--- src/rtl/vga_frame_crc_apb_if.sv ---
// APB slave bus bundle for vga_frame_crc_apb.
// The signal names match the peripheral's APB port list, so system-level
// wiring reads the same on both sides.
interface vga_frame_crc_apb_if;
  logic [31:0] in_paddr;
  logic        in_psel;
  logic        in_penable;
  logic [2:0]  in_pprot;
  logic        in_pwrite;
  logic [31:0] in_pwdata;
  logic [3:0]  in_pstrb;
  logic        in_pready;
  logic [31:0] in_prdata;
  logic        in_pslverr;

  modport master (
    output in_paddr, in_psel, in_penable, in_pprot, in_pwrite, in_pwdata, in_pstrb,
    input  in_pready, in_prdata, in_pslverr
  );

  modport slave (
    input  in_paddr, in_psel, in_penable, in_pprot, in_pwrite, in_pwdata, in_pstrb,
    output in_pready, in_prdata, in_pslverr
  );
endinterface

--- src/rtl/vga_frame_crc_apb.sv ---
// vga_frame_crc_apb: passive monitor on a VGA pixel stream.
// It computes a reflected CRC-32 over the active pixels of each frame,
// measures the frame geometry, and counts completed frames. The results are
// read back over APB.
// Optional macro VGA_CRC_IRQ_EN adds the IRQ_MASK register at 0x18 and the irq output.
module vga_frame_crc_apb #(
  parameter int H_ACT = 640,
  parameter int V_ACT = 480,
  parameter int CNT_W = 11
) (
  input  logic                clock,
  input  logic                reset,
  vga_frame_crc_apb_if.slave  apb,
  input  logic [7:0]          vga_r,
  input  logic [7:0]          vga_g,
  input  logic [7:0]          vga_b,
  input  logic                vga_hsync,
  input  logic                vga_vsync,
  input  logic                vga_valid
`ifdef VGA_CRC_IRQ_EN
  ,
  output logic                irq
`endif
);

  localparam logic [1:0] ST_IDLE = 2'd0;
  localparam logic [1:0] ST_SYNC = 2'd1;
  localparam logic [1:0] ST_RUN  = 2'd2;

  localparam logic [CNT_W-1:0] CNT_MAX = '1;
  localparam logic [CNT_W-1:0] H_ACT_C = CNT_W'(H_ACT);
  localparam logic [CNT_W-1:0] V_ACT_C = CNT_W'(V_ACT);
  localparam logic [31:0]      POLY    = 32'hEDB8_8320;

  // One 24-bit step of the reflected CRC. Bytes are taken as r, g, b, and the bits of each byte LSB first.
  function automatic logic [31:0] crc24(input logic [31:0] c, input logic [23:0] d);
    logic [31:0] x;
    logic        fb;
    x = c;
    for (int b = 0; b < 3; b++) begin
      for (int i = 0; i < 8; i++) begin
        fb = x[0] ^ d[16 - 8*b + i];
        x  = (x >> 1) ^ (fb ? POLY : 32'h0);
      end
    end
    return x;
  endfunction

  // ---------------------------------------------------------------- APB decode
  logic [2:0] ofs;
  logic       acc, wr, decoded;
  logic       wr_ctrl, clr, en_off;
  logic       unused_apb;

  assign ofs     = apb.in_paddr[4:2];
  assign acc     = apb.in_psel & apb.in_penable;
  assign wr      = acc & apb.in_pwrite;
`ifdef VGA_CRC_IRQ_EN
  assign decoded = (ofs <= 3'd6);
`else
  assign decoded = (ofs <= 3'd5);
`endif
  assign wr_ctrl = wr & (ofs == 3'd0);
  assign clr     = wr_ctrl & apb.in_pwdata[1];
  assign en_off  = wr_ctrl & ~apb.in_pwdata[0];
  assign unused_apb = ^{apb.in_pprot, apb.in_pstrb, apb.in_paddr[31:5], apb.in_paddr[1:0]};

  // --------------------------------------------------------------- registers
  logic [1:0]       state_q, state_d;
  logic             en_q, en_d;
  logic             hs_q, vs_q;
  logic [31:0]      crc_q, crc_d;
  logic [CNT_W-1:0] pix_q, pix_d, line_q, line_d, lastw_q, lastw_d;
  logic             lerr_q, lerr_d;
  logic [2:0]       status_q, status_d;
  logic [31:0]      last_crc_q, last_crc_d;
  logic [31:0]      last_geom_q, last_geom_d;
  logic [31:0]      fcnt_q, fcnt_d;
  logic [31:0]      expect_q, expect_d;

  // ------------------------------------------------------- per-cycle datapath
  logic             line_end, frame_end, frame_fire;
  logic [CNT_W-1:0] pix_inc, line_inc, lastw_eff;
  logic [31:0]      crc_upd;
  logic             close_line, lerr_eff, geom_bad, mism;
  logic [2:0]       st_set, st_w1c;

  assign line_end  = hs_q & ~vga_hsync;
  assign frame_end = vs_q & ~vga_vsync;

  // A valid pixel on a line-end or frame-end cycle still belongs to the closing line/frame,
  // so every close decision below uses the values that already include this cycle's pixel.
  assign pix_inc    = (vga_valid && pix_q != CNT_MAX) ? pix_q + 1'b1 : pix_q;
  assign crc_upd    = vga_valid ? crc24(crc_q, {vga_r, vga_g, vga_b}) : crc_q;
  assign close_line = line_end && (pix_inc != '0);
  assign line_inc   = (close_line && line_q != CNT_MAX) ? line_q + 1'b1 : line_q;
  assign lastw_eff  = close_line ? pix_inc : lastw_q;
  assign lerr_eff   = lerr_q | (close_line && (pix_inc != H_ACT_C || pix_inc == CNT_MAX));
  assign geom_bad   = lerr_eff | (line_inc != V_ACT_C) | (line_inc == CNT_MAX);
  assign mism       = (expect_q != 32'h0) && (~crc_upd != expect_q);
  // When CLR lands on a frame-end cycle, CLR wins and nothing is latched.
  assign frame_fire = (state_q == ST_RUN) && frame_end && !clr;

  assign st_set = frame_fire ? {mism, geom_bad, 1'b1} : 3'b000;
  assign st_w1c = (wr && ofs == 3'd1) ? apb.in_pwdata[2:0] : 3'b000;

  // Next state for the FSM. Writing CTRL (a CLR or EN=0) overrides the normal progression.
  always_comb begin
    state_d = state_q;
    if (clr)          state_d = apb.in_pwdata[0] ? ST_SYNC : ST_IDLE;
    else if (en_off)  state_d = ST_IDLE;
    else begin
      case (state_q)
        ST_IDLE: if (en_q)      state_d = ST_SYNC;
        ST_SYNC: if (frame_end) state_d = ST_RUN;
        ST_RUN:                 state_d = ST_RUN;
        default:                state_d = ST_IDLE;
      endcase
    end
  end

  // Accumulators. They run only in RUN and restart at every frame boundary.
  always_comb begin
    crc_d   = 32'hFFFF_FFFF;
    pix_d   = '0;
    line_d  = '0;
    lastw_d = '0;
    lerr_d  = 1'b0;
    if (state_q == ST_RUN && !clr && !en_off && !frame_end) begin
      crc_d   = crc_upd;
      pix_d   = close_line ? '0 : pix_inc;
      line_d  = line_inc;
      lastw_d = lastw_eff;
      lerr_d  = lerr_eff;
    end
  end

  // Latched results, status and software-written registers.
  always_comb begin
    en_d        = wr_ctrl ? apb.in_pwdata[0] : en_q;
    expect_d    = (wr && ofs == 3'd5) ? apb.in_pwdata : expect_q;
    last_crc_d  = last_crc_q;
    last_geom_d = last_geom_q;
    fcnt_d      = fcnt_q;
    // A status bit that is cleared and set in the same cycle stays set.
    status_d    = (status_q & ~st_w1c) | st_set;
    if (frame_fire) begin
      last_crc_d  = ~crc_upd;
      last_geom_d = (32'(line_inc) << 16) | 32'(lastw_eff);
      fcnt_d      = fcnt_q + 32'd1;
    end
    if (clr) begin
      last_crc_d  = '0;
      last_geom_d = '0;
      fcnt_d      = '0;
      status_d    = '0;
    end
  end

  // State registers, with synchronous reset.
  always_ff @(posedge clock) begin
    if (reset) begin
      state_q     <= ST_IDLE;
      en_q        <= 1'b0;
      hs_q        <= 1'b0;
      vs_q        <= 1'b0;
      crc_q       <= 32'hFFFF_FFFF;
      pix_q       <= '0;
      line_q      <= '0;
      lastw_q     <= '0;
      lerr_q      <= 1'b0;
      status_q    <= '0;
      last_crc_q  <= '0;
      last_geom_q <= '0;
      fcnt_q      <= '0;
      expect_q    <= '0;
    end else begin
      state_q     <= state_d;
      en_q        <= en_d;
      hs_q        <= vga_hsync;
      vs_q        <= vga_vsync;
      crc_q       <= crc_d;
      pix_q       <= pix_d;
      line_q      <= line_d;
      lastw_q     <= lastw_d;
      lerr_q      <= lerr_d;
      status_q    <= status_d;
      last_crc_q  <= last_crc_d;
      last_geom_q <= last_geom_d;
      fcnt_q      <= fcnt_d;
      expect_q    <= expect_d;
    end
  end

`ifdef VGA_CRC_IRQ_EN
  logic [2:0] irq_mask_q;
  logic       irq_q;

  // IRQ mask register. The irq output is registered from STATUS, so it trails a STATUS change by one cycle.
  always_ff @(posedge clock) begin
    if (reset) begin
      irq_mask_q <= '0;
      irq_q      <= 1'b0;
    end else begin
      if (wr && ofs == 3'd6) irq_mask_q <= apb.in_pwdata[2:0];
      irq_q <= |(status_q & irq_mask_q);
    end
  end

  assign irq = irq_q;
`endif

  // ------------------------------------------------------------- read back
  assign apb.in_pready  = 1'b1;
  assign apb.in_pslverr = acc & ~decoded;

  // Read mux. It drives data whenever psel is high, and undecoded offsets read as 0.
  always_comb begin
    apb.in_prdata = 32'h0;
    if (apb.in_psel) begin
      case (ofs)
        3'd0: apb.in_prdata = {31'h0, en_q};
        3'd1: apb.in_prdata = {29'h0, status_q};
        3'd2: apb.in_prdata = last_crc_q;
        3'd3: apb.in_prdata = last_geom_q;
        3'd4: apb.in_prdata = fcnt_q;
        3'd5: apb.in_prdata = expect_q;
`ifdef VGA_CRC_IRQ_EN
        3'd6: apb.in_prdata = {29'h0, irq_mask_q};
`endif
        default: apb.in_prdata = 32'h0;
      endcase
    end
  end

endmodule

--- src/flat_wrapper.sv ---
// flat-port wrapper written by rule: the top's interface ports become plain ports
module vga_frame_crc_apb_flat 
#(
  parameter int H_ACT = 640,
  parameter int V_ACT = 480,
  parameter int CNT_W = 11
)
  (clock, reset, vga_r, vga_g, vga_b, vga_hsync, vga_vsync, vga_valid, apb_in_paddr, apb_in_psel, apb_in_penable, apb_in_pprot, apb_in_pwrite, apb_in_pwdata, apb_in_pstrb, apb_in_pready, apb_in_prdata, apb_in_pslverr);
  vga_frame_crc_apb_if apb_i ();
  input  logic clock;
  input  logic reset;
  input  logic [7:0] vga_r;
  input  logic [7:0] vga_g;
  input  logic [7:0] vga_b;
  input  logic vga_hsync;
  input  logic vga_vsync;
  input  logic vga_valid;
  input wire logic [$bits(apb_i.in_paddr)-1:0] apb_in_paddr;
  input wire logic [$bits(apb_i.in_psel)-1:0] apb_in_psel;
  input wire logic [$bits(apb_i.in_penable)-1:0] apb_in_penable;
  input wire logic [$bits(apb_i.in_pprot)-1:0] apb_in_pprot;
  input wire logic [$bits(apb_i.in_pwrite)-1:0] apb_in_pwrite;
  input wire logic [$bits(apb_i.in_pwdata)-1:0] apb_in_pwdata;
  input wire logic [$bits(apb_i.in_pstrb)-1:0] apb_in_pstrb;
  output wire logic [$bits(apb_i.in_pready)-1:0] apb_in_pready;
  output wire logic [$bits(apb_i.in_prdata)-1:0] apb_in_prdata;
  output wire logic [$bits(apb_i.in_pslverr)-1:0] apb_in_pslverr;
  assign apb_i.in_paddr = apb_in_paddr;
  assign apb_i.in_psel = apb_in_psel;
  assign apb_i.in_penable = apb_in_penable;
  assign apb_i.in_pprot = apb_in_pprot;
  assign apb_i.in_pwrite = apb_in_pwrite;
  assign apb_i.in_pwdata = apb_in_pwdata;
  assign apb_i.in_pstrb = apb_in_pstrb;
  assign apb_in_pready = apb_i.in_pready;
  assign apb_in_prdata = apb_i.in_prdata;
  assign apb_in_pslverr = apb_i.in_pslverr;
  vga_frame_crc_apb #(.H_ACT(H_ACT), .V_ACT(V_ACT), .CNT_W(CNT_W)) u_core (.clock(clock), .reset(reset), .apb(apb_i), .vga_r(vga_r), .vga_g(vga_g), .vga_b(vga_b), .vga_hsync(vga_hsync), .vga_vsync(vga_vsync), .vga_valid(vga_valid));
endmodule
--- config.mk ---
export PLATFORM = sky130hd
export DESIGN_NAME = vga_frame_crc_apb_flat
export DESIGN_NICKNAME = d
export VERILOG_FILES = /design/src/rtl/vga_frame_crc_apb_if.sv /design/src/rtl/vga_frame_crc_apb.sv /design/src/flat_wrapper.sv
export SDC_FILE = /design/constraint.sdc
export NUM_CORES = 1
export LEC_CHECK = 0
export CORE_MARGIN = 4
export CORE_UTILIZATION = 30
export CTS_CLUSTER_DIAMETER = 50
export CTS_CLUSTER_SIZE = 25
export DETAILED_ROUTE_END_ITERATION = 12
export SETUP_SLACK_MARGIN = 0.05
export SYNTH_ARGS = -nofsm -noshare
export SYNTH_HDL_FRONTEND = slang
export SYNTH_SLANG_ARGS = --single-unit
--- constraint.sdc ---
create_clock -name clock -period 9.4 [get_ports clock]
set_input_delay 1.88 -clock clock [delete_from_list [all_inputs] [get_ports clock]]
set_output_delay 1.88 -clock clock [all_outputs]
set_load 0.01 [all_outputs]
Word-level counts from Yosys, hierarchy flattened
Index checks and enable logic that the tools add are counted.
- output and inout port bits: 34
- register bits after elaboration: 202
- input bits: 103
- logic and storage cells: 165
- reduce and logical (&&, ||, !) cells: 24
- muxes and demuxes: 38
- $add $sub $neg: 3
- bitwise gates (word level): 69
- eq/ne operators: 16
- magnitude comparators: 1
- operators by type and width (kind ; count):
    $mux 32 ; 26
    $xor 31x32->32 ; 24
    $pmux 32 s6 ; 1
    $mux 11 ; 3
    $add 32x1->32 const B ; 1
    $ne 32x32->1 ; 1
    $not 32->32 ; 1
    $reduce_bool 32->1 ; 1
    $or 27x11->27 ; 1
    $xor 1x1->1 ; 24
    $add 11x1->11 const B ; 2
    $eq 11x11->1 const B ; 2
    $ne 11x11->1 const B ; 2
    $logic_and 1x1->1 ; 12
    $ne 11x10->1 const B ; 1
    $ne 11x9->1 const B ; 1
    $reduce_bool 11->1 ; 1
    $and 1x1->1 ; 8
    $mux 2 ; 4
    $ne 4x1->1 const B ; 2
    $eq 3x2->1 const B ; 2
    $eq 3x3->1 const B ; 2
    $mux 3 ; 2
    $pmux 2 s3 ; 1
    17 further kinds ; 26

Depth between registers and ports, before layout
Gate-level depths: netlist of the first run.
- depth in word-level cells: 78
- mapped depth: 13
- gate-level depth less buffers: 11

Least setup slack after synthesis of the first run
OpenSTA, ideal clock, no wires.
- path kind: input to output
- start point: input apb_in_paddr[2]
- end point: output apb_in_prdata[23]
- data arrival time: 3496 ps
- cell stages on the path: 7
- buffers on the path: 3
- data required time: 7520 ps
- path slack: 4024 ps
- cells stage by stage: clkbuf_1 > clkbuf_1 > buf_1 > mux2i_1 > nor2_1 > a221oi_1 > nor2_1
- longest elaborated chain between the ends: 3
- elaborated cells between the ends (all ways): 8
- classes of those cells: eq/ne: 5; mux: 2; reduce/logical: 1
- ends and longest elaborated chain (what ; line ; RTL):
    from (decl) ; flat_wrapper.sv:18 ; input wire logic [$bits(apb_i.in_paddr)-1:0] apb_in_paddr;
    $eq 3x3->1 (tied with other cells) ; vga_frame_crc_apb.sv:221 ; case (ofs)
    $pmux 32 s6 (*) ; vga_frame_crc_apb.sv:221 ;
    $mux 32 (*) ; vga_frame_crc_apb.sv:220 ; if (apb.in_psel) begin
    to (decl) ; flat_wrapper.sv:26 ; output wire logic [$bits(apb_i.in_prdata)-1:0] apb_in_prdata;
Mark *: on every way between the ends. The rest lies on a longest branch, timed or not.

Worst setup path in the final report of the first run
- start point: input apb_in_paddr[3]
- end point: output apb_in_prdata[2]
The elaborated chain is that of the path after synthesis.

==> results of run 1 <==
==> power by group <==
group          internal (mW)  switching [mW]  total [mW]
sequential             0.819         0.00641       0.825
clock                  0.362           0.363       0.725
combinational          0.851           0.819        1.67
==> layout make-up <==
cell class | count | area (µm²)
Fill cell | 4058 | 25800
Multi-Input combinational cell | 1086 | 8070
Sequential cell | 192 | 3840
Timing Repair Buffer | 115 | 1100
Tap cell | 525 | 657
Clock buffer | 18 | 439
Clock inverter | 14 | 138
Inverter | 12 | 45.0
==> cell usage in the layout (no fill, tap or decap), types with 12 or more instances in the layout <==
master / synthesis / layout
a21oi_1: 100 / 99
nor2_1: 217 / 216
clkbuf_16: 0 / 17
a211oi_1: 44 / 43
buf_4: 2 / 16
mux2i_1: 50 / 50
nor3_1: 29 / 29
xnor2_1: 111 / 110
inv_1: 12 / 12
xnor3_1: 49 / 49
nand3_1: 28 / 27
nand4_1: 18 / 18
xor2_1: 69 / 69
nand2_1: 149 / 149
a221oi_1: 17 / 17
nor4_1: 12 / 12
dfxtp_1: 192 / 192
and3_1: 12 / 12
o21ai_0: 21 / 21
clkdlybuf4s50_1: 0 / 97
==> path summary, 6_finish.rpt <==
check / from / endpoint / slack, ns
worst max-delay path: apb_in_paddr[3] / apb_in_prdata[2] / 3.18
worst min-delay path: u_core.last_crc_q[7] / u_core.last_crc_q[7] / 0.47
worst max register to register: u_core.crc_q[3] / u_core.status_q[2] / 5.08
worst min register to register: u_core.last_crc_q[7] / u_core.last_crc_q[7] / 0.47
==> Yosys cell counts, types with 3 or more instances <==
| cell type | number | area share [%] |
|---|---|---|
| nand4_1 | 18 | 0.92 |
| or3_1 | 9 | 0.46 |
| o22ai_1 | 3 | 0.15 |
| nor3_1 | 29 | 1.2 |
| a211oi_1 | 44 | 2.7 |
| a31oi_1 | 5 | 0.25 |
| o31ai_1 | 4 | 0.24 |
| xor2_4 | 3 | 0.67 |
| and3_1 | 12 | 0.61 |
| or2_2 | 10 | 0.51 |
| nor4_1 | 12 | 0.61 |
| and4_1 | 6 | 0.43 |
| xnor2_4 | 5 | 1.1 |
| nand3_1 | 28 | 1.1 |
| a41oi_1 | 3 | 0.21 |
| a311oi_1 | 3 | 0.21 |
| xor2_1 | 69 | 4.9 |
| xnor2_2 | 7 | 0.93 |
| nor2b_1 | 11 | 0.56 |
| a221oi_1 | 17 | 1.2 |
| mux2i_1 | 50 | 4.1 |
| o21a_1 | 6 | 0.37 |
| nand2b_1 | 7 | 0.36 |
| mux2_2 | 5 | 0.46 |
| ha_1 | 7 | 0.71 |
| nand2_1 | 149 | 4.6 |
| xor3_1 | 7 | 1.4 |
| xnor2_1 | 111 | 7.9 |
| inv_1 | 12 | 0.37 |
| dfxtp_1 | 192 | 31 |
| a21oi_1 | 100 | 4.1 |
| nor2_1 | 217 | 6.6 |
| clkbuf_1 | 66 | 2.0 |
| xnor3_1 | 49 | 9.0 |
| xnor3_2 | 11 | 2.1 |
| o22a_1 | 3 | 0.21 |
| o211a_1 | 5 | 0.41 |
| clkbuf_8 | 4 | 0.45 |
| buf_1 | 6 | 0.18 |
| o21ai_0 | 21 | 0.86 |
| o2111ai_1 | 3 | 0.21 |
| a21o_1 | 5 | 0.31 |
==> cell families (layout without fill, tap and decap cells) <==
logic type	count (synthesis)	count (layout)	synth area share (%)
AND/OR/NAND/NOR	518	518	18.6
XOR/XNOR	267	267	28.9
AO/OA/AOI/OAI	238	238	12.6
flip-flops	192	192	31.3
buffers and inverters	91	159	3.23
multiplexers	55	55	4.53
adder cells (fa/ha/maj)	7	7	0.713
other	1	1	0.0305
==> sequential cells by signal, indices dropped and copies added (netlist names), 2 cells and up <==
name                cells
u_core.crc_q           32
u_core.lastw_q         11
u_core.pix_q           11
u_core.expect_q        32
u_core.last_crc_q      32
u_core.last_geom_q     22
u_core.fcnt_q          32
u_core.line_q          11
u_core.status_q         3
u_core.state_q          2
==> critical path: cells and delay by family <==
family	cells	cell delay (ns)
AOI/OAI and AO/OA	2	0.45
buffers and inverters	3	1.60
and+or+nand+nor	2	0.39
==> through the flow <==
step / total power, mW / worst slack [ns] / util, %
after floorplan: 2.13 / 4.02 / -
after global placement: 2.50 / 3.16 / 34.2
after detailed placement: 2.50 / 3.15 / 34.2
after CTS: 3.23 / 3.13 / 35.7
after global routing: 3.37 / 2.99 / 35.7
final: 3.22 / 3.18 / 35.7
==> routing by layer <==
layer,vias to the layer above,global-route usage [%],part of all wire [%]
met4,0,3.76,1.5
met3,34,2.29,5.5
met1,4802,23.8,47
met5,-,0,0
met2,303,26.1,46
li1,4848,-,-
==> results.md, run 1 <==
- CP Class: input pin to primary output
- Worst Path Arrival: 4.34 ns
- Via density: 5.09
- Area delta synth->final: 16.4%
- Ys async rst share: 0%
- Die Span Y: 210 µm
- First-pass DRT Iterations: 5
- Max cap viols: 0
- Antenna violations before repair: 0
- Slew @ Worst Pin: 1.17 ns
- Antenna viol nets, final: 0
- Post-CTS setup buffers: 0
- Worst VDD drop: 0.140 mV
- Die area: 0.0442 mm²
- Status: complete, no violations
- Gr ovfl total: 0
- Via count: 9987
- Nets: 1534
- RSZ-0062 raised after global routing: no
- Critical Path End Type: primary output
- Clock Tree Root: clkbuf_16
- Clock buffer count from CTS: 17
- Setup violation total in the final timing report: 0
- Core area: 0.0401 mm²
- Share of post-route cells with drive strength above 1: 7.31%
- Post-CTS resize count: 0
- Total Routing Usage GR: 16.4%
- Post-Route Skew: 0.00960 ns
- Area after DPL: 0.0137 mm²
- Worst Path Required: 7.52 ns
- Rows: 73
- Final WL: 36800 µm
- Syn Nets: 1479
- Hold Path Cell Cnt: 2
- Largest net degree at the start of global routing: 90
- Final period util: 66.2%
- Post-DP HPWL: 28100 µm
- Port bufs: 99
- Max Slew Vio Count: 0
- Fmax: 161 MHz
- Routed WL per cell: 18.8 µm
- Worst Reg-to-Reg Cells: 10
- Post-synth top flop: dfxtp_1
- DRC: 0
- P per Cell Area: 225 mW/mm²
- Starting density of the core: 30.6%
- Synth unique cells: 68
- CTS sink cnt: 192
- CP max FO: 28
- Clk_lat worst skew: 0.44 ns
- Synth Warn #: 0
- Min Hold Slack: 0.470 ns
- CP Launch Type: input pin
- EDFF count, synth: 0
- Syn avg cell area: 8.97 µm²
- Mapped Area: 0.0123 mm²
- First-pass GRT wire length: 56900 µm
- HP Class: flop to flop
- 1st-iter DRT viols: 789
- Worst slew margin: 21.9%
- CTS tree: yes
- H-tree Lvls: 4
- Number of global-route vias before repair: 9398
- Hold-fix buffers, CTS: 0
- IO Pins: 137
- ANT cells: 0
- Clk slew on worst S/H paths: 0.08 ns
- Post-Syn Instances: 1369
- GP Congestion: 0.916
- CP max stage delay: 0.66 ns
- Sequential area share after synthesis: 31.3%
- Synth Register Bits: 192
- Cell Chain, Critical Path: clkdlybuf4s50_1, nand2b_1, nor2_2, buf_4, a21oi_1, a21oi_1, clkdlybuf4s50_1
- TNS Setup: 0 ns
- Post-route insts no fill: 1962
- Die W: 210 µm
- Worst-case clock buffer depth: 2
- Post-Layout Inst Area: 0.0143 mm²
- Hold Vio Cnt, Final: 0
- Pleak: 5.29 nW
- Final min period: 6.22 ns
- Crit-path slowest cell: clkdlybuf4s50_1
- Cell count after placement: 1930
(Power assumes the default switching activity.)
==> run 2: changes to the inputs <==
==> constraint.sdc (replaced) <==
create_clock -name clock -period 5.3 [get_ports clock]
set_input_delay 1.06 -clock clock [delete_from_list [all_inputs] [get_ports clock]]
set_output_delay 1.06 -clock clock [all_outputs]
set_load 0.01 [all_outputs]
==> run 2 against run 1 <==
Effect of this change:
- first-iteration DRC count fell by 3.9%
- clock power rose by 77%
- critical path depth rose by 4
- final cell count rose by 2.1%
- worst setup slack got worse by 2.6 ns
- clock skew rose by 0.0022 ns
- sequential power rose by 77%
- sequential cell count did not move
- total power rose by 83%
- core utilization rose by 0.79 points
- register-to-register slack got worse by 3.8 ns
- global-route usage rose by 0.74 points
- critical path type is now input pin to flop
==> results.md, run 2 (same netlist as run 1, synthesis figures left out) <==
- Worst Path Arrival: 5.05 ns (+0.71 ns)
- First-pass GRT wire length: 58900 µm (+3.4%)
- Slew @ Worst Pin: 0.796 ns (-0.376 ns)
- H-tree Lvls: 4 (unchanged)
- Worst Path Required: 5.62 ns (-1.90 ns)
- Share of post-route cells with drive strength above 1: 9.80% (+2.5 points)
- Largest net degree at the start of global routing: 90 (unchanged)
- Post-CTS setup buffers: 0 (unchanged)
- Critical Path End Type: flop
- Port bufs: 99 (unchanged)
- Comb power frac: 53.5% (+1.7 points)
- Starting density of the core: 30.6% (unchanged)
- FF/Latch Area: 0.00384 mm² (unchanged)
- GP Congestion: 0.923 (+0.75%)
- CTS tree: yes
- Final WL: 38700 µm (+4.9%)
- Final setup margin: 0.568 ns (-2.61 ns)
- Final period util: 89.3%
- Die W: 210 µm (unchanged)
- CP Buf/Inv Count: 1 (-2)
- Total Routing Usage GR: 17.2% (+0.74 points)
- Antenna viol nets, final: 0 (unchanged)
- CP max FO: 8 (-71%)
- Switch Pwr: 2.14 mW (+80%)
- CP delay by family, top: XOR/XNOR gates
- Antenna violations before repair: 1 (+1)
- Clock Tree Root: clkbuf_16
- TNS Setup: 0 ns (unchanged)
- CP Launch Type: input pin
- Cell Chain, Critical Path: clkdlybuf4s50_1, xnor2_4, xnor3_1, xnor3_2, xnor2_4, xnor3_2, xnor3_1, a211o_1, a22o_1, nor4_2, a31oi_1
- CP Class: input pin to flop
- IO Pins: 137 (unchanged)
- Clk_lat worst skew: 0.45 ns (about the same)
- Via count: 10093 (+1.1%)
- Via density: 5.04 (-1.1%)
- Fmax: 211 MHz
- Number of global-route vias before repair: 9908 (+5.4%)
- Seq pwr share: 24.8% (-0.8 points)
- 1st-iter DRT viols: 758 (-3.9%)
- Clock buffer count from CTS: 17 (unchanged)
- Worst-case clock buffer depth: 2 (unchanged)
- Post-Route Skew: 0.0118 ns (+0.00221 ns)
- P per Cell Area: 404 mW/mm² (+79%)
- Layout Utilization: 36.4% (+0.79 points)
- Setup violation total in the final timing report: 0 (unchanged)
- First-pass DRT Iterations: 6 (+1)
- Pleak: 5.48 nW (+3.7%)
- Clk slew on worst S/H paths: 0.07 ns (about the same)
- Multi-input gate area: 0.00807 mm² (about the same)
- DRC: 0 (unchanged)
- Min Hold Slack: 0.465 ns (-0.00515 ns)
- Commonest non-fill, non-tap cell in the layout: nor2_1
- Hold Vio Cnt, Final: 0 (unchanged)
- Pwr Total: 5.90 mW (+83%)
- Post-route insts no fill: 2004 (+2.1%)
- Worst slew margin: 46.6% (+25 points)
- Area delta synth->final: 19.0%
- Area after DPL: 0.0140 mm² (+2.4%)
- Post-DP HPWL: 30000 µm (+6.8%)
- Nets: 1576 (+2.7%)
- Post-CTS resize count: 0 (unchanged)
- Hold-fix buffers, CTS: 0 (unchanged)
- Cell count after placement: 1972 (+2.2%)
- HP Class: flop to flop
- Worst VDD drop: 0.247 mV (+76%)
- Post-Layout Inst Area: 0.0146 mm² (+2.2%)
- Clk network pwr share: 21.7% (-0.8 points)
- Core area: 0.0401 mm² (unchanged)
- CTS sink cnt: 192 (unchanged)
- Sw Share: 36.2% (-0.69 points)
- Gr ovfl total: 0 (unchanged)
- Die area: 0.0442 mm² (unchanged)
- Fillers: 4034 (-0.59%)
- Rows: 73 (unchanged)
- Status: complete, no violations
- ANT cells: 0 (unchanged)
- Die Span Y: 210 µm (unchanged)
- Commonest non-fill, non-tap cells in the layout: 216 x nor2_1, 192 x dfxtp_1, 149 x nand2_1
- Max cap viols: 0 (unchanged)
- Final min period: 4.73 ns
- Post-Place Setup Slack: 0.0999 ns (-3.05 ns)
- CP max stage delay: 0.49 ns (-0.17 ns)
- P_int: 3.77 mW (+85%)
- Max Slew Vio Count: 0 (unchanged)
- Crit-path slowest cell: clkdlybuf4s50_1
- RSZ-0062 raised after global routing: no
- Routed WL per cell: 19.3 µm (+2.7%)
[run 2: cell types whose count changed in the layout (fill, tap and decap cells not counted), sizes merged]
| cell | delta |
|---|---|
| buf | +42 |
| bufinv | +1 |
| clkinvlp | +2 |
| inv | -5 |
| clkinv | +1 |
| clkbuf | +1 |
[run 2: worst paths after layout]
path,startpoint,to,slack [ns],depth (start not counted)
setup / recovery,vga_r[2],u_core.status_q[2],0.57,11
hold / removal,u_core.status_q[1],u_core.status_q[1],0.47,2
setup reg to reg,u_core.crc_q[2],u_core.status_q[2],1.25,10
hold reg to reg,u_core.status_q[1],u_core.status_q[1],0.47,2
[run 2: metal layers]
layer | up-vias | global-route usage, % | wire length (µm)
met3 | 52 | 3.56 | 2190
li1 | 4939 | - | -
met2 | 279 | 27.7 | 17800
met5 | - | 0 | 11
met1 | 4821 | 23.2 | 17600
met4 | 2 | 5.31 | 1050
[run 2: worst reg2reg max path, stage by stage (launching register included)]
cell and delay [ns]:
dfxtp_1 0.42, xnor2_4 0.44, xnor3_1 0.43, xnor3_2 0.49, xnor2_4 0.30, xnor3_2 0.44, xnor3_1 0.43, a211o_1 0.31
a22o_1 0.21, nor4_2 0.32, a31oi_1 0.13
[run 2: power by group through the flow]
stage,Combinational (mW),Clock (mW),Sequential [mW]
2_1_floorplan,2.29,0,1.49
3_3_place_gp,3.11,0,1.50
3_5_place_dp,3.13,0,1.50
4_1_cts,3.15,1.30,1.46
5_1_grt,3.35,1.35,1.46
6_report,3.16,1.28,1.46
[run 2: final cells by class]
class,instances,share of cell area (%)
flip-flops and latches,192,26.3
well taps,525,4.49
repair buffers,157,9.78
inverters,12,0.308
clock buffers,19,3.03
clock inverters,13,0.882
multi-input cells,1086,55.2
==> run 3: changes to the inputs <==
--- a/config.mk
+++ b/config.mk
@@ -5,11 +5,11 @@
 export SDC_FILE = /design/constraint.sdc
 export NUM_CORES = 1
 export LEC_CHECK = 0
-export CORE_MARGIN = 4
 export CORE_UTILIZATION = 30
 export CTS_CLUSTER_DIAMETER = 50
 export CTS_CLUSTER_SIZE = 25
 export DETAILED_ROUTE_END_ITERATION = 12
+export PLACE_DENSITY = 0.6
 export SETUP_SLACK_MARGIN = 0.05
 export SYNTH_ARGS = -nofsm -noshare
 export SYNTH_HDL_FRONTEND = slang
==> run 3 against run 2 <==
Effect of this change:
- sequential power about the same
- via count up 0.26%
- worst hold slack worse by 0.00063 ns
- sequential share of layout area about the same
- cell area up 0.17%
- clock power about the same
- total power down 0.48%
- critical path type unchanged
- final cell count about the same
- clock-buffer cell count up 2
- critical path depth up 1
- clock skew down 0.0010 ns
==> results.md, run 3 (same netlist as run 1, synthesis figures left out) <==
- Status: complete, no violations
- First-pass DRT Iterations: 5 (-1)
- RSZ-0062 raised after global routing: no
- P per Cell Area: 401 mW/mm² (-0.65%)
- Post-Route Skew: 0.0108 ns (-0.00102 ns)
- Pleak: 5.50 nW (+0.25%)
- Port bufs: 99 (unchanged)
- Worst setup path startpoint: vga_r[0]
- Clock buffer count from CTS: 17 (unchanged)
- 1st-iter DRT viols: 871 (+15%)
- Max cap viols: 0 (unchanged)
- CP delay by family, top: XOR/XNOR gates
- Total Routing Usage GR: 18.4% (+1.2 points)
- Reg-to-Reg Start: u_core.crc_q[1]
- First-pass GRT wire length: 58000 µm (-1.5%)
- Nets: 1578 (+0.13%)
- Slew @ Worst Pin: 1.04 ns (+0.242 ns)
- Largest net degree at the start of global routing: 73 (-19%)
- Core area: 0.0400 mm² (-0.23%)
- Clock Tree Root: clkbuf_16
- Critical Path End Type: flop
- Crit-path slowest cell: xnor3_1
- Gr ovfl total: 0 (unchanged)
- Area delta synth->final: 19.2%
- Die area: 0.0417 mm² (-5.6%)
- Pwr Total: 5.88 mW (-0.48%)
- Worst-case clock buffer depth: 2 (unchanged)
- Clk slew on worst S/H paths: 0.07 ns (about the same)
- Most frequent CP cell: xnor3_1
- Worst Path Arrival: 5.02 ns (-0.03 ns)
- Via density: 5.04 (+0.16%)
- Min Hold Slack: 0.465 ns (-0.000632 ns)
- Clk_lat worst skew: 0.45 ns (about the same)
- Die W: 204 µm (-2.9%)
- Commonest non-fill, non-tap cells in the layout: 216 x nor2_1, 192 x dfxtp_1, 149 x nand2_1
- H-tree Lvls: 4 (unchanged)
- Number of global-route vias before repair: 9847 (-0.62%)
- Hold Vio Cnt, Final: 0 (unchanged)
- Hold-fix buffers, CTS: 0 (unchanged)
- HP Start: u_core.last_crc_q[2]
- Via count: 10119 (+0.26%)
- DRC: 0 (unchanged)
- CP Class: input pin to flop
- Worst Path Required: 5.62 ns (about the same)
- Share of post-route cells with drive strength above 1: 9.79% (-0.013 points)
- Final period util: 88.8% (-0.47 points)
- Fillers: 4067 (+0.82%)
- CP Buf/Inv Count: 2 (+1)
- CP max FO: 5 (-3)
- Post-DP HPWL: 29500 µm (-1.9%)
- Antenna viol nets, final: 0 (unchanged)
- Antenna violations before repair: 0 (-1)
- Post-CTS resize count: 0 (unchanged)
- Routed WL per cell: 18.9 µm (-1.8%)
- Final WL: 38000 µm (-1.8%)
- Cell count after placement: 1974 (+0.10%)
- Commonest non-fill, non-tap cell in the layout: nor2_1
- Worst VDD drop: 0.284 mV (+15%)
- IO Pins: 137 (unchanged)
- CTS tree: yes
- CP max stage delay: 0.50 ns (about the same)
- Flop2flop setup slack: 1.29 ns (+0.04 ns)
- CP Launch Type: input pin
- Cell Chain, Critical Path: clkdlybuf4s50_1, xnor2_2, buf_4, xor2_1, xnor2_1, xnor3_1, xnor3_2, xnor3_1, a211o_1, a22o_1, nor4_2, a31oi_1
- Final min period: 4.71 ns (-0.0247 ns)
- Fmax: 212 MHz (+0.52%)
- Post-route insts no fill: 2006 (+0.10%)
- Rows: 73 (unchanged)
- Max Slew Vio Count: 0 (unchanged)
- Post-CTS setup buffers: 0 (unchanged)
- Die Span Y: 204 µm (-2.9%)
- CTS sink cnt: 192 (unchanged)
- Starting density of the core: 30.7% (+0.070 points)
- Worst slew margin: 30.8% (-16 points)
- GP Congestion: 0.924 (+0.11%)
- ANT cells: 0 (unchanged)
- HP Class: flop to flop
- Setup violation total in the final timing report: 0 (unchanged)
- TNS Setup: 0 ns (unchanged)
-- run 3: changes by cell type in the layout (fill, tap and decap cells not counted), sizes merged --
| cell | previous run | this run |
|---|---|---|
| inv | 17 | 14 |
| buf | 60 | 62 |
| clkbuf | 19 | 21 |
| bufinv | 1 | 2 |
| clkinv | 3 | 4 |
| clkinvlp | 4 | 3 |
-- run 3: stage by stage --
step	util, %	worst slack (ns)	cell area, µm²
6_report	36.6	0.593	14600
5_1_grt	36.6	0.428	14600
4_1_cts	36.6	0.603	14600
3_5_place_dp	35.1	0.183	14100
3_3_place_gp	35.1	0.202	14100
2_1_floorplan	-	0.973	12300
-- run 3: per-layer routing --
layer	track usage [%]	vias to the layer above	share of wire (%)
li1	-	4935	-
met4	5.49	0	2.2
met2	30.2	265	47
met1	25.0	4873	46
met3	2.47	46	4.8
met5	0	-	0
-- run 3: path summary, 6_finish.rpt --
kind,cells past startpoint,endpoint
max,12,u_core.status_q[2]
min,2,u_core.last_crc_q[2]
max reg2reg,11,u_core.status_q[2]
min reg2reg,2,u_core.last_crc_q[2]
-- run 3: power breakdown --
group,internal (mW),switching (mW),leakage [nW],total (mW)
Clock,0.712,0.585,0.274,1.30
Combinational,1.65,1.47,3.67,3.11
Sequential,1.45,0.0115,1.55,1.46
-- run 3: final cells by class --
cell class | count | area [µm²] | area share (%)
Tap cell | 525 | 657 | 4.49
Clock buffer | 21 | 450 | 3.08
Multi-Input combinational cell | 1086 | 8070 | 55.1
Sequential cell | 192 | 3840 | 26.3
Inverter | 12 | 45.0 | 0.308
Clock inverter | 11 | 131 | 0.897
Timing Repair Buffer | 159 | 1440 | 9.86
-- run 3: worst min-delay path, delay by kind of cell (launching register included) --
family	cells	cell delay, ns
and+or+nand+nor	1	0.05
AOI/OAI and AO/OA	1	0.05
DFF	1	0.32
